`src/rtl/control_unit.sv`:
```
// control_unit: fetch/decode/execute FSM driving every ALUSystem control input
//
// Ports:
//   clk, rst          system clock (rising edge); asynchronous active-high reset to S_INIT
//   IR_Out[15:0]      instruction register: [15:12] opcode, [11:10] Rd, [9:8] Rs, [7:0] imm/addr
//   ALU_Flags[3:0]    {O,N,C,Z}; only Z is consulted (BEQ)
//   RF_*, ARF_*, IR_* register-file, address-register-file and IR controls
//   ALU_FunSel        ALU operation
//   Mem_WR, Mem_CS    memory strobes (Mem_CS active low)
//   MuxASel/BSel/CSel datapath mux selects
//   Halted            high while in S_HALT
//   State             current FSM state (debug)
module control_unit #(
    parameter bit HALT_ON_ILLEGAL = 1'b1
) (
    input  logic        clk,
    input  logic        rst,
    input  logic [15:0] IR_Out,
    input  logic [3:0]  ALU_Flags,
    output logic [2:0]  RF_O1Sel,
    output logic [2:0]  RF_O2Sel,
    output logic [1:0]  RF_FunSel,
    output logic [3:0]  RF_RSel,
    output logic [3:0]  RF_TSel,
    output logic [3:0]  ALU_FunSel,
    output logic [1:0]  ARF_OutASel,
    output logic [1:0]  ARF_OutBSel,
    output logic [1:0]  ARF_FunSel,
    output logic [3:0]  ARF_RSel,
    output logic        IR_LH,
    output logic        IR_Enable,
    output logic [1:0]  IR_Funsel,
    output logic        Mem_WR,
    output logic        Mem_CS,
    output logic [1:0]  MuxASel,
    output logic [1:0]  MuxBSel,
    output logic        MuxCSel,
    output logic        Halted,
    output logic [3:0]  State
);
    typedef enum logic [3:0] {
        S_INIT, S_F0, S_F1, S_F2, S_F3, S_DEC,
        S_E0, S_E1, S_E2, S_E3, S_E4, S_HALT
    } state_t;
    state_t state, nxt;
    logic [3:0] op;
    logic [1:0] rd, rs;
    logic is_ldi, is_alu, is_jmp, exec;
    logic unused_bits;
    assign op     = IR_Out[15:12];
    assign rd     = IR_Out[11:10];
    assign rs     = IR_Out[9:8];
    assign is_ldi = op == 4'h1;
    assign is_alu = op == 4'h2 || op == 4'h3;
    // BEQ only reaches the execute states when taken, so it shares JMP's path
    assign is_jmp = op == 4'h4 || op == 4'h6;
    assign exec   = state inside {[S_E0:S_E4]};
    assign unused_bits = ^{ALU_Flags[3:1], IR_Out[7:0]};
    assign RF_TSel     = 4'b0000;
    assign ARF_OutASel = 2'b00;
    assign ARF_OutBSel = 2'b11;
    assign Mem_WR      = 1'b0;
    assign MuxCSel     = 1'b0;
    assign Halted      = state == S_HALT;
    assign State       = state;
    // Operand routing is held stable across the whole execute phase so the
    // registered RF/mux/ALU chain sees constant selects while it fills.
    assign RF_O1Sel   = exec ? {1'b1, rd} : 3'b000;
    assign RF_O2Sel   = exec ? {1'b1, rs} : 3'b000;
    assign MuxASel    = exec && is_ldi ? 2'b10 : 2'b00;
    assign MuxBSel    = exec && is_jmp ? 2'b10 : 2'b00;
    assign ALU_FunSel = !exec ? 4'b0000 : op == 4'h2 ? 4'b0100 : op == 4'h3 ? 4'b0101 : 4'b0000;
    always_ff @(posedge clk or posedge rst)
        if (rst) state <= S_INIT;
        else     state <= nxt;
    always_comb begin
        nxt        = state;
        RF_FunSel  = 2'b00;
        RF_RSel    = 4'b0000;
        ARF_FunSel = 2'b00;
        ARF_RSel   = 4'b0000;
        IR_LH      = 1'b0;
        IR_Enable  = 1'b0;
        IR_Funsel  = 2'b00;
        Mem_CS     = 1'b1;
        case (state)
            S_INIT: begin
                ARF_RSel  = 4'b1000;
                IR_Enable = 1'b1;
                nxt       = S_F0;
            end
            S_F0: nxt = S_F1;
            S_F1, S_F3: begin
                Mem_CS     = 1'b0;
                IR_Enable  = 1'b1;
                IR_Funsel  = 2'b01;
                IR_LH      = state == S_F3;
                ARF_FunSel = 2'b10;
                ARF_RSel   = 4'b1000;
                nxt        = state == S_F1 ? S_F2 : S_DEC;
            end
            S_F2: nxt = S_F3;
            S_DEC: nxt = op == 4'h0                    ? S_F0 :
                         (is_ldi || is_alu || op == 4'h4) ? S_E0 :
                         op == 4'h6                    ? (ALU_Flags[0] ? S_E0 : S_F0) :
                         op == 4'h5                    ? S_HALT :
                         HALT_ON_ILLEGAL               ? S_HALT : S_F0;
            S_E0: nxt = S_E1;
            S_E1: begin
                RF_FunSel  = is_ldi ? 2'b01 : 2'b00;
                RF_RSel    = is_ldi ? 4'b1000 >> rd : 4'b0000;
                ARF_FunSel = is_jmp ? 2'b01 : 2'b00;
                ARF_RSel   = is_jmp ? 4'b1000 : 4'b0000;
                nxt        = is_alu ? S_E2 : S_F0;
            end
            S_E2: nxt = S_E3;
            S_E3: nxt = S_E4;
            S_E4: begin
                RF_FunSel = 2'b01;
                RF_RSel   = 4'b1000 >> rd;
                nxt       = S_F0;
            end
            S_HALT: nxt = S_HALT;
            default: nxt = S_INIT;
        endcase
    end
endmodule

```
`config.mk`:
```
export PLATFORM = sky130hd
export DESIGN_NAME = control_unit
export DESIGN_NICKNAME = d
export VERILOG_FILES = /design/src/rtl/control_unit.sv
export SDC_FILE = /design/constraint.sdc
export NUM_CORES = 1
export LEC_CHECK = 0
export BUFFER_PORTS_ARGS = -buffer_cell sky130_fd_sc_hd__buf_2
export CORE_ASPECT_RATIO = 0.7
export CORE_MARGIN = 4
export CORE_UTILIZATION = 32
export DETAILED_ROUTE_END_ITERATION = 8
export GPL_TIMING_DRIVEN = 0
export HOLD_SLACK_MARGIN = 0.12
export PLACE_DENSITY = 0.81
export SYNTH_ARGS = -nofsm -noshare
export SYNTH_HDL_FRONTEND = slang
export SYNTH_SLANG_ARGS = --single-unit
```
`constraint.sdc`:
```
create_clock -name clk -period 1.3 [get_ports clk]
set_input_delay 0.13 -clock clk [delete_from_list [all_inputs] [get_ports clk]]
set_output_delay 0.13 -clock clk [all_outputs]
set_load 0.005 [all_outputs]
```
; After elaboration in Yosys (flattened, before gate mapping)
; Cells that the tools add are included.
; W data, S select, Z words.
[totals]
reg_bits = 4
inputBits = 22
output_inout_bits = 46
word_cells = 58
[op_classes]
magnitude_cmp = 2
n_eq_ne = 16
shift = 1
n_mux = 26
n_reduce_logical = 12
[ops]
columns = cell, n
row1 = $pmux W4 S10, 1
row2 = $eq A4 B3 Y1 const B, 6
row3 = $mux W4, 6
row4 = $mux W3, 7
row5 = $eq A4 B2 Y1 const B, 4
row6 = $eq A4 B4 Y1 const B, 4
row7 = $pmux W4 S2, 2
row8 = $eq A4 B1 Y1 const B, 2
row9 = $logic_not A4 Y1, 2
row10 = $mux W1, 6
row11 = $ge A4 B3 Y1 const B, 1
row12 = $le A4 B4 Y1 const B, 1
row13 = $logic_or A1 B1 Y1, 4
row14 = $mux W2, 2
row15 = $pmux W2 S2, 1
row16 = $reduce_or A2 Y1, 2
row17 = $shr A4 B2 Y4 const A, 1
row18 = $logic_and A1 B1 Y1, 3
row19 = $reduce_or A3 Y1, 1
row20 = $pmux W1 S2, 1

; Depth between registers and ports, before layout
[depth]
word_depth = 7
depth_mapped = 5
depth_no_buf = 4

; Worst setup path after synthesis
; OpenSTA, ideal clock, no wires.
[synth_timing]
path_kind = reg2out
start = register state[2] (netlist: State[2])
end = output port ALU_FunSel[0]
arrival_ps = 1413
t_required_ps = 1170
slack_ps = -243
stages_incl_launch_ff = 6
path_buffers = 1
cell_sequence = dfrtp_1 -> clkbuf_1 -> a21o_1 -> mux2i_1 -> and3_1 -> and2_1
[synth_via]
elab_chain_cells = 3
word_cells_on_any_way = 4
cone_classes = order compare: 2 / mux: 1 / reduce/logical: 1
[synth_rtl]
columns = item, line_no
row1 = "start, declared", 45  ; state_t state, nxt;
row2 = "start signal, assigned", 75  ; else state <= nxt;
row3 = $ge A4 B3 Y1 / $le A4 B4 Y1 (equally long branches), 57  ; assign exec = state inside {[S_E0:S_E4]};
row4 = $logic_and A1 B1 Y1 *, 57
row5 = named net exec, 48  ; logic is_ldi, is_alu, is_jmp, exec;
row6 = $mux W3 *, 72  ; assign ALU_FunSel = !exec ? 4'b0000 : op == 4'h2 ? 4'b0100 : op == 4'h3 ? 4'b0101 : 4'b0000;
row7 = "end, declared", 25  ; output logic [3:0] ALU_FunSel,
; Mark *: on every way through the listed nets, which the timed path passes. The rest lies on a longest branch.

; Final worst setup path
; Ends and elaborated chain as after synthesis.

==> results.py <==
metrics = {
    "run_status": {
        "outcome": "finished with violations",
        "violations": "negative setup slack",
    },
    "die": {
        "design.core.area_um2": 1919,
        "io-pin-count": 68,
        "initial_core_util_pct": 34.81,
        "rows": 13,
        "die_w_um": 62.62,
        "die_h_um": 46.23,
        "die_area_um2": 2895,
    },
    "power_and_ir_drop": {
        "power_frac_seq_pct": 10.3,
        "fin_total_pwr_mw": 2.580,
        "ir_worst_vdd_mv": 0.6201,
        "power.switching_mw": 1.038,
        "power_density_nw_per_um2": 1938,
        "pwr-share-comb_pct": 83.5,
        "clockPowerShare_pct": 6.2,
        "p_leak_nw": 0.7326,
        "switching_share_pct": 40.22,
        "p_int_mw": 1.542,
    },
    "synth": {
        "synthTopCellsByCount": "buf_4 (21), nor2_1 (8), and2_1 (6), nand2_1 (6), nor2b_1 (5)",
        "synth.most_common_cell": "buf_4",
        "syn_inst": 91,
        "post-synth-top-area-fraction_pct": 23.60,
        "synth_seq_cells": 4,
        "ys_seq_area_share_pct": 14.98,
        "syn_avg_cell_area_um2": 7.342,
        "synth_area_leaders": "buf_4 (24%), dfrtp_1 (15%), and2_1 (5.6%)",
        "yosysWarnings": 0,
        "synth_top_area_cell": "buf_4",
        "synth_area_um2": 668.1,
        "netlist-cell-type-count": 32,
        "ys.flop_type": "dfrtp_1",
        "synth-edff-count": 0,
        "async_reset_ff_share_pct": 100.0,
    },
    "clock_network": {
        "cts_root_buffer": "clkbuf_4",
        "cts.sinks": 4,
        "numCtsBuffers": 3,
        "cts_tree": "yes",
        "cts_max_level": 1,
        "ctsLongestPathBuffers": 2,
        "clk_latency_ps": 240,
        "clkSlewWorstSetupHoldPaths_ps": 40,
    },
    "placement": {
        "post-place-cells": 167,
        "dp_slack_ps": -303.6,
        "hpwlAfterDp_um": 1546,
        "portBuffers": 37,
        "gp_congestion": 0.8061,
        "placed_area_um2": 975.9,
    },
    "setup_path": {
        "required_ps": 1170,
        "crit_type": "flip-flop to output port",
        "end_kind": "output port",
        "cp_data_arrival_time_ps": 1580,
        "startpoint_type": "flip-flop",
        "crit_fanout": 5,
    },
    "detailed_routing": {
        "wl_per_cell_um": 12.72,
        "first_iter_violations": 26,
        "via_per_inst": 4.393,
        "drc_errors": 0,
        "firstDrtPassIters": 4,
        "vias": 839,
        "wl_um": 2430,
        "detail-route-antenna-nets": 0,
    },
    "sta": {
        "min_period_ps": 1712,
        "finalSetupTns_ps": -6567,
        "fmax_mhz": 584.0,
        "rsz0062_at_grt": "true",
        "setup_viol": 25,
        "fin_skew_ps": 7.151,
        "worst_hold_slack_ps": 325.6,
        "period_share_pct": 131.7,
        "hold_viol_final": 0,
        "timing.final.ws_setup_ps": -412.3,
        "slew_viol_final": 0,
    },
    "cells_and_area": {
        "fillCellCount": 152,
        "final_core_util_pct": 69.36,
        "seqCellArea_um2": 102.6,
        "fin_area_um2": 1331,
        "diodes": 0,
        "largest_reg_flops": 4,
        "stdcell_count": 191,
        "multi_input_area_um2": 549.3,
        "final_layout_size_suffix_gt1_share_pct": 64.50,
        "final_nets": 193,
        "area_growth_pct": 99.25,
    },
    "grt": {
        "antenna_found_initial": 0,
        "overflow": 0,
        "grt_pass1_vias": 805,
        "grt_max_degree": 11,
        "grt_pass1_wl_um": 3456,
        "grt_use_total_pct": 15.29,
    },
    "job": {
        "maxCapViolations": 0,
    },
    "hold_path": {
        "hold_class": "primary input to asynchronous set/reset pin",
    },
}
-- cells in the final DEF (no fill, tap or decap), types with 3 or more instances in the layout --
cell type,synthesis,layout
buf_2,1,32
conb_1,2,19
inv_1,3,3
buf_4,21,34
buf_6,0,14
nand2_1,6,5
clkbuf_4,0,3
nor2b_1,5,5
and2_1,6,4
a21oi_1,3,3
nor3_2,0,3
nor2_1,8,7
-- metal layers --
layer / wire length (um) / share of wire [%] / track usage [%] / up-vias
met5: 0 / 0 / 0 / -
met3: 191 / 7.9 / 1.463 / 0
met1: 950 / 39 / 17.95 / 376
met2: 1289 / 53 / 29.03 / 45
met4: 0 / 0 / 7.456 / 0
li1: - / - / - / 418
-- power by group through the flow --
stage | Sequential (mW) | Combinational, mW | Clock, mW
CTS | 0.241 | 1.74 | 0.161
floorplan | 0.232 | 0.817 | 0
finish | 0.266 | 2.15 | 0.159
global route | 0.277 | 2.31 | 0.169
detailed placement | 0.235 | 1.19 | 0
global placement | 0.234 | 1.16 | 0
-- worst max-delay path, cell delays in order, from the launching register on --
cell and delay [ps]:
dfrtp_1 390, buf_8 140, a21o_1 190, mux2i_4 200, and3_4 220, and2_4 130
buf_6 90
-- final cells by class --
class	count	area share, %
tap	22	2.068
timing repair buffer	59	31.77
sequential	4	7.707
buffer	24	14.66
inverter	3	0.8459
multi-input combinational	76	41.26
clock buffer	3	1.692
-- cells by family after synthesis --
| group | after synthesis | synth area share [%] |
|---|---|---|
| and+or+nand+nor | 42 | 37.83 |
| muxes | 1 | 1.498 |
| AOI/OAI and AO/OA | 13 | 15.54 |
| buffers and inverters | 28 | 27.71 |
| xor gates and xnor gates | 1 | 1.311 |
| DFF | 4 | 14.98 |
| other | 2 | 1.124 |
-- worst paths after layout --
check	cells past startpoint	from	endpoint	slack [ps]
min in group clk	4	IR_Out[15]	State[2]$_DFF_PP0_	360
setup reg to reg	6	State[1]$_DFF_PP0_	State[0]$_DFF_PP0_	-170
hold reg to reg	2	State[3]$_DFF_PP0_	State[1]$_DFF_PP0_	710
setup / recovery	6	State[2]$_DFF_PP0_	ALU_FunSel[0]	-410
hold / removal	3	rst	State[0]$_DFF_PP0_	330
max in group asynchronous	3	rst	State[1]$_DFF_PP0_	810
-- timing repair --
action | 4_1_cts | 5_1_grt
hold endpoints to repair | 4 | 0
hold buffers | 1 | 0
buffers inserted | 13 | 9
setup endpoints to repair | 24 | 25
gates cloned | 0 | 0
gates resized for setup | 25 | 19
pin swaps | 7 | 12
No activity file was read; power rests on OpenSTA's default activity.
